### config.mk
export PLATFORM = sky130hd
export DESIGN_NAME = inst_encoder
export DESIGN_NICKNAME = d
export VERILOG_FILES = /design/src/rtl/inst_encoder.sv
export SDC_FILE = /design/constraint.sdc
export NUM_CORES = 1
export LEC_CHECK = 0
export ABC_AREA = 1
export CAP_MARGIN = 20
export CORE_UTILIZATION = 40
export CTS_CLUSTER_SIZE = 10
export DETAILED_ROUTE_END_ITERATION = 12
export PLACE_DENSITY = 0.66
export REMOVE_ABC_BUFFERS = 1
export SLEW_MARGIN = 10
export SYNTH_ARGS = -nofsm -noshare
export SYNTH_HDL_FRONTEND = slang
export SYNTH_SLANG_ARGS = --single-unit
### constraint.sdc
create_clock -name clk -period 5.35 [get_ports clk]
set_input_delay 1.07 -clock clk [delete_from_list [all_inputs] [get_ports clk]]
set_output_delay 1.07 -clock clk [all_outputs]
set_load 0.01 [all_outputs]
### src/rtl/inst_encoder.sv
// inst_encoder: streaming ARM instruction encoder.
// Decoded instruction fields arrive over a valid/ready handshake, get packed
// into a 32-bit instruction word, are tagged with an instruction-memory byte
// address and are queued in a small output FIFO.
//
// Optional feature macro: INST_ENC_CHECK_EN
//   defined   - illegal mode/opcode detection, NOP substitution, err_count
//   undefined - fields packed raw using the arith layout, err_count tied to 0
module inst_encoder #(
  parameter int ADDR_W    = 32,
  parameter int ADDR_STEP = 4,
  parameter int DEPTH     = 2
) (
  input  logic              clk,
  input  logic              rst,
  input  logic              load_base,
  input  logic [ADDR_W-1:0] base_addr,
  input  logic              in_valid,
  output logic              in_ready,
  input  logic [3:0]        cond,
  input  logic [1:0]        mode,
  input  logic [3:0]        opcode,
  input  logic              s_bit,
  input  logic              imm_bit,
  input  logic [3:0]        rn,
  input  logic [3:0]        rd,
  input  logic [11:0]       shift_operand,
  input  logic [23:0]       signed_imm_24,
  output logic              out_valid,
  input  logic              out_ready,
  output logic [31:0]       out_inst,
  output logic [ADDR_W-1:0] out_addr,
  output logic [7:0]        err_count
);

  localparam int PW = (DEPTH > 1) ? $clog2(DEPTH) : 1;

  localparam logic [1:0] MODE_ARITH  = 2'b00;
  localparam logic [1:0] MODE_MEMORY = 2'b01;
  localparam logic [1:0] MODE_BRANCH = 2'b10;

  localparam logic [3:0] OP_TST = 4'b1000;
  localparam logic [3:0] OP_CMP = 4'b1010;
  localparam logic [3:0] OP_MOV = 4'b1101;
  localparam logic [3:0] OP_MVN = 4'b1111;

  // FIFO storage and bookkeeping
  logic [31:0]       inst_mem [DEPTH];
  logic [ADDR_W-1:0] addr_mem [DEPTH];
  logic [PW-1:0]     wr_ptr;
  logic [PW-1:0]     rd_ptr;
  logic [PW:0]       count;
  logic              full;
  logic              push;
  logic              pop;

  // Address generation
  logic [ADDR_W-1:0] addr_cnt;
  logic [ADDR_W-1:0] entry_addr;

  // Encoder datapath
  logic              s_eff;
  logic [3:0]        rn_eff;
  logic [3:0]        rd_eff;
  logic [31:0]       arith_word;
  logic [31:0]       enc_word;
  logic [31:0]       push_word;

  assign full      = (count == (PW+1)'(DEPTH));
  assign in_ready  = !full;
  assign out_valid = (count != '0);
  assign push      = in_valid && in_ready;
  assign pop       = out_valid && out_ready;

  // Empty FIFO presents zeros so the reset-time outputs are clean
  assign out_inst  = out_valid ? inst_mem[rd_ptr] : 32'h0;
  assign out_addr  = out_valid ? addr_mem[rd_ptr] : '0;

  // A load_base in the accept cycle redirects the accepted entry itself
  assign entry_addr = load_base ? base_addr : addr_cnt;

  // Pack the field set; CMP/TST/MOV/MVN implicit fields are forced here
  always_comb begin
    s_eff  = s_bit;
    rn_eff = rn;
    rd_eff = rd;
    if (opcode == OP_CMP || opcode == OP_TST) begin
      s_eff  = 1'b1;
      rd_eff = 4'h0;
    end
    if (opcode == OP_MOV || opcode == OP_MVN) begin
      rn_eff = 4'h0;
    end
    arith_word = {cond, mode, imm_bit, opcode, s_eff, rn_eff, rd_eff, shift_operand};
    case (mode)
      MODE_MEMORY: enc_word = {cond, MODE_MEMORY, 1'b0, 4'b0100, s_bit, rn, rd, shift_operand};
      MODE_BRANCH: enc_word = {cond, MODE_BRANCH, 1'b1, 1'b0, signed_imm_24};
      default:     enc_word = arith_word;
    endcase
  end

`ifdef INST_ENC_CHECK_EN
  logic legal_op;
  logic illegal;

  // Opcodes the downstream decoder understands for the arith layout
  always_comb begin
    case (opcode)
      4'b1101, 4'b1111, 4'b0100, 4'b0101, 4'b0010, 4'b0110,
      4'b0000, 4'b1100, 4'b0001, 4'b1010, 4'b1000: legal_op = 1'b1;
      default:                                     legal_op = 1'b0;
    endcase
  end

  assign illegal   = (mode == 2'b11) || ((mode == MODE_ARITH) && !legal_op);
  assign push_word = illegal ? 32'h0000_0000 : enc_word;

  // Count illegal field sets that were actually accepted, saturating at 255
  always_ff @(posedge clk or posedge rst) begin
    if (rst) begin
      err_count <= 8'h00;
    end else if (push && illegal && (err_count != 8'hFF)) begin
      err_count <= err_count + 8'h01;
    end
  end
`else
  assign push_word = enc_word;
  assign err_count = 8'h00;
`endif

  // Address counter: advances past each accepted entry, reloads on load_base
  always_ff @(posedge clk or posedge rst) begin
    if (rst) begin
      addr_cnt <= '0;
    end else if (push) begin
      addr_cnt <= entry_addr + ADDR_W'(ADDR_STEP);
    end else if (load_base) begin
      addr_cnt <= base_addr;
    end
  end

  // FIFO storage writes; entries are cleared on reset so nothing survives
  always_ff @(posedge clk or posedge rst) begin
    if (rst) begin
      for (int i = 0; i < DEPTH; i++) begin
        inst_mem[i] <= 32'h0;
        addr_mem[i] <= '0;
      end
    end else if (push) begin
      inst_mem[wr_ptr] <= push_word;
      addr_mem[wr_ptr] <= entry_addr;
    end
  end

  // FIFO pointers and occupancy; simultaneous push and pop keeps the count
  always_ff @(posedge clk or posedge rst) begin
    if (rst) begin
      wr_ptr <= '0;
      rd_ptr <= '0;
      count  <= '0;
    end else begin
      if (push) begin
        wr_ptr <= wr_ptr + PW'(1);
      end
      if (pop) begin
        rd_ptr <= rd_ptr + PW'(1);
      end
      case ({push, pop})
        2'b10:   count <= count + (PW+1)'(1);
        2'b01:   count <= count - (PW+1)'(1);
        default: count <= count;
      endcase
    end
  end

endmodule
==> flow_summary.yaml, run 1 <==
clock_tree:
  cts_tree: "done"
  cts_buffers: 17
  cts_buffer_depth: 2
  cts_root_buffer: "clkbuf_16"
  hold_buffers: 0
  post_cts_resize_count: 0
  postCtsSetupBuffers: 0
  clk-insertion-delay-late_ns: 0.43
  clk_pin_slew_ns: 0.06
  cts_sinks: 164
  htreeDepth: 4
floorplan:
  io_pins: 167
  die_h_um: 150
  die_x_um: 150
  die_area_um2: 22500
  start_util: 0.413
  row_count: 53
  core_area_um2: 21200
route:
  drt_wl_total_um: 23300
  detail_route.first_pass.iterations: 6
  drtIter0Drc: 453
  drtAntennaViolNets: 0
  drt-wirelength-per-cell_um: 14.8
  post_drt_via_cell_ratio: 4.95
  drc_errors: 0
  routed-via-count: 7805
timing:
  fin_skew_ns: 0.00935
  whs_ns: 0.469
  rsz0062_at_grt: "false"
  finalMaxSlewViolations: 0
  fmax_ghz: 0.263
  worstMarginPinSlew_ns: 1.00
  finalCritPeriodShare: 0.711
  hold_viol: 0
  period_needed_ns: 3.80
  fin_ws_ns: 1.55
  slew_headroom: 0.331
  setup_viol: 0
grt:
  grt_usage: 0.214
  grt_util_met3: 0.0332
  antenna_found_initial: 1
  grt-busiest-layer: "met2"
  grt_pass1_wl_um: 37900
  grt_pass1_vias: 7298
  overflow: 0
  grt_max_degree: 107
  gr-usage-met2: 0.344
  groute.layer.met1.usage: 0.303
cells_and_area:
  drive_gt1_frac: 0.0875
  nFillCells: 2050
  syn_to_final_growth_pct: 26.3
  final_cell_mix: "nand2_1, o21ai_0, dfrtp_1"
  diodes: 0
  fin_nets: 1387
  final_common_cell: "nand2_1"
synthesis:
  synth_async_sr_flop_share: 1.00
  netlist-cell-type-count: 38
  synth-main-ff-cell: "dfrtp_1"
  ys_seq_area_frac: 0.468
  syn_area_per_cell_um2: 7.50
  synth-seq-cells: 164
  netlist_instances: 1168
  synth_edf_count: 0
  syn_area_um2: 8760
  yosys_warnings: 0
critical_path:
  crit_type: "flip-flop to output port"
  critical_path_arrival_ns: 2.73
  cp-end-kind: "output port"
  crit_required_ns: 4.28
  worst_setup_path_start_kind: "flip-flop"
  cp_max_fo: 28
status:
  status: "complete, no violations"
placement:
  io_buffers: 158
  gp_congestion: 0.875
  dp_slack_ns: 1.92
  dp_hpwl_um: 15700
pwr:
  leakage_nw: 5.14
  ir_worst_vdd_uv: 260
  p_per_area_nw_per_um2: 538
job:
  cap_violations: 0
min_path:
  holdCritPathClass: "flip-flop to flip-flop"
==> final timing paths <==
check                             start            to  slack (ns)  depth (start not counted)
min                        inst_mem[26]  inst_mem[26]        0.47                          2
max in group asynchronous           rst  inst_mem[48]        3.16                          3
max reg2reg                    count[0]  addr_mem[37]        2.98                          8
min in group asynchronous           rst  inst_mem[62]        1.19                          2
max                            count[0]   out_addr[1]        1.55                          6
min reg2reg                inst_mem[26]  inst_mem[26]        0.47                          2
==> cells in the mapped netlist, drive strengths merged (3+ instances only) <==
cell type | count | area share
nand4 | 7 | 0.0050
clkbuf | 43 | 0.018
nor2 | 50 | 0.034
xor2 | 10 | 0.010
nor3 | 5 | 0.0046
dfrtp | 164 | 0.47
xnor2 | 3 | 0.0030
inv | 119 | 0.051
nand2 | 436 | 0.20
buf | 29 | 0.026
nand3 | 28 | 0.018
ha | 4 | 0.0057
a21oi | 83 | 0.047
o21ai | 181 | 0.11
==> power breakdown <==
group          internal [W]  switching, W
registers           0.00172      0.000208
clock network      0.000836      0.000537
logic               0.00115       0.00150
==> through the flow <==
stage	instance area [um^2]	util	TNS, ns	power, W	instances
3_3_place_gp	10400	0.490	0	0.00455	1545
6_report	11100	0.522	0	0.00595	1578
2_1_floorplan	8400	-	-25.15	0.00330	1103
5_1_grt	11100	0.522	0	0.00637	1578
4_1_cts	11000	0.521	0	0.00598	1577
3_5_place_dp	10400	0.490	0	0.00459	1545
==> registers in the layout, indices dropped and copies added (netlist names) <==
signal and cells:
addr_mem 64, addr_cnt 32, rd_ptr 1, inst_mem 64, count 2, wr_ptr 1
==> critical path: stages (launching register included) <==
cell and delay [ns]:
dfrtp_1 0.42, nor2_2 0.06, inv_1 0.48, buf_4 0.44
o21ai_0 0.15, a21oi_1 0.15, clkdlybuf4s50_1 0.59
==> routing by layer <==
| layer | vias up | share of wire | wire, um |
|---|---|---|---|
| met1 | 3610 | 0.47 | 10900 |
| met4 | 2 | 0.011 | 255 |
| met5 | - | 0.00056 | 13 |
| li1 | 3916 | - | - |
| met3 | 22 | 0.068 | 1580 |
| met2 | 255 | 0.45 | 10500 |
==> layout make-up <==
type | instances | area (um^2) | share of cell area
clock inverters | 14 | 224 | 0.0202
repair buffers | 168 | 1660 | 0.150
flip-flops and latches | 164 | 4110 | 0.371
clock buffers | 18 | 429 | 0.0388
inverters | 119 | 454 | 0.0410
multi-input cells | 820 | 3850 | 0.348
well taps | 275 | 344 | 0.0311
==> kinds of logic after synthesis <==
logic type / count (synthesis) / synth area share
flip-flops: 164 / 0.468
AO/OA/AOI/OAI: 267 / 0.158
AND/OR/NAND/NOR: 528 / 0.259
XOR/XNOR: 13 / 0.0130
buffers and inverters: 191 / 0.0958
adder cells (fa/ha/maj): 4 / 0.00571
other: 1 / 0.000428
No activity file was read; power rests on OpenSTA's default activity.
==> run 2, diff against run 1 <==
PLACE_DENSITY = 0.63   (was 0.66)
clock period = 3.8 ns   (was 5.35 ns; I/O delays follow)
==> run 2 against run 1 <==
Worst hold slack worse by 0.0049 ns; routed wire length rose by 2.4%; design area is 0.17% lower; global-route usage rose by 1.0 points; clock-buffer cell count increased by 4; sequential power rose by 40%; clock power increased by 23%; register-to-register slack lost 1.1 ns; largest cell class unchanged.
==> flow_summary.yaml, run 2 (synthesis results as in run 1) <==
route:
  detail_route.first_pass.iterations: 5
  post_drt_via_cell_ratio: 4.96
  drc_errors: 0
  drt-wirelength-per-cell_um: 15.1
  routed-via-count: 7856
  drt_wl_total_um: 23900
  drtIter0Drc: 446
  drtAntennaViolNets: 0
grt:
  overflow: 0
  grt_pass1_wl_um: 39100
  antenna_found_initial: 0
  grt_pass1_vias: 7591
  grt_max_degree: 80
  grt_usage: 0.224
floorplan:
  row_count: 53
  die_h_um: 150
  start_util: 0.413
  die_x_um: 150
  core_area_um2: 21200
  die_area_um2: 22500
  io_pins: 167
pwr:
  pwr-share-seq: 0.331
  ir_worst_vdd_uv: 333
  p_comb_frac: 0.462
  p_int_w: 0.00507
  p_per_area_nw_per_um2: 739
  clkPwrFrac: 0.207
  leakage_nw: 5.15
  sw_frac_of_total: 0.379
  p_switching_w: 0.00310
cells_and_area:
  final_cell_mix: "nand2_1, o21ai_0, dfrtp_1"
  fin_nets: 1394
  drive_gt1_frac: 0.0901
  top_regs: "addr_mem (64), inst_mem (64), addr_cnt (32)"
  design_area_um2: 11000
  diodes: 0
  syn_to_final_growth_pct: 26.1
  final_common_cell: "nand2_1"
critical_path:
  critical_path_arrival_ns: 2.43
  cp_max_fo: 63
  crit_required_ns: 3.04
  worst_setup_path_start_kind: "flip-flop"
  cp_slowest_cell: "clkdlybuf4s50_1"
  cp-end-kind: "output port"
  cp_num_buf_inv: 2
  crit_type: "flip-flop to output port"
  path_cells: "buf_4, o21ai_0, a21oi_1, clkdlybuf4s50_1"
  path_delay_family: "buffers and inverters"
  slowest_delay_ns: 0.61
timing:
  finalMaxSlewViolations: 0
  period_needed_ns: 3.19
  rsz0062_at_grt: "false"
  worstMarginPinSlew_ns: 0.773
  finalCritPeriodShare: 0.840
  hold_viol: 0
  slew_headroom: 0.485
  setup_viol: 0
  fmax_ghz: 0.313
  fin_skew_ns: 0.0105
  tns_ns: 0
placement:
  dp_hpwl_um: 16100
  gp_congestion: 0.860
  io_buffers: 158
  dpl-instance-area_um2: 10500
clock_tree:
  post_cts_resize_count: 0
  clk-insertion-delay-late_ns: 0.43
  cts_tree: "done"
  cts_root_buffer: "clkbuf_16"
  cts_buffers: 17
  hold_buffers: 0
  htreeDepth: 4
  cts_buffer_depth: 2
  cts_sinks: 164
  postCtsSetupBuffers: 0
  clk_pin_slew_ns: 0.06
status:
  status: "complete, no violations"
job:
  cap_violations: 0
min_path:
  holdCritPathClass: "flip-flop to flip-flop"
[run 2: cell types whose count changed in the layout (fill, tap and decap cells not counted), sizes merged]
cell	before	now
buf	11	18
bufinv	5	2
clkbuf	18	22
clkinv	2	6
clkinvlp	3	1
inv	123	119
[run 2: power groups by stage]
stage	Sequential (W)	Combinational (W)	Clock, W
after floorplan	0.00272	0.00192	0
after global placement	0.00271	0.00376	0
after detailed placement	0.00273	0.00380	0
after CTS	0.00270	0.00382	0.00172
after global routing	0.00278	0.00422	0.00180
final	0.00270	0.00378	0.00169
[run 2: final timing paths]
| check | from | end | slack [ns] | depth (start not counted) |
|---|---|---|---|---|
| max reg2reg | count[0] | addr_mem[60] | 1.91 | 7 |
| max in group asynchronous | rst | addr_cnt[15] | 2.19 | 3 |
| min in group asynchronous | rst | inst_mem[43] | 0.77 | 2 |
| max | rd_ptr | out_addr[12] | 0.61 | 4 |
| min reg2reg | inst_mem[7] | inst_mem[7] | 0.46 | 2 |
| min | inst_mem[7] | inst_mem[7] | 0.46 | 2 |
[run 2: worst register-to-register path, stage by stage, from the launching register on]
cell and delay, ns:
dfrtp_1 0.44, inv_1 0.09, nand2_2 0.07, nand2_4 0.19
nor2_8 0.05, inv_2 0.45, buf_4 0.36, o21ai_0 0.12
[run 2: final cells by class]
class,count,area [um^2]
clock inverter,9,105
tap,275,344
timing repair buffer,175,1730
multi-input combinational,820,3850
fill,2055,10200
sequential,164,4110
inverter,119,454
clock buffer,22,464
[run 2: metal layers]
layer  GRT usage  up-vias  share of wire
met5           0        -              0
met4      0.0556        0          0.013
met3      0.0348       19          0.054
met2       0.365      218           0.45
met1       0.312     3685           0.48
li1            -     3934              -
[run 2: through the flow]
step	total power, W	util	instances	hold WS [ns]	setup slack [ns]
2_1_floorplan	0.00464	-	1103	0.437	-1.39
3_3_place_gp	0.00647	0.493	1552	0.449	0.452
3_5_place_dp	0.00653	0.494	1553	0.454	0.887
4_1_cts	0.00824	0.521	1584	0.469	0.622
5_1_grt	0.00881	0.521	1584	0.487	0.514
6_report	0.00817	0.521	1584	0.464	0.610
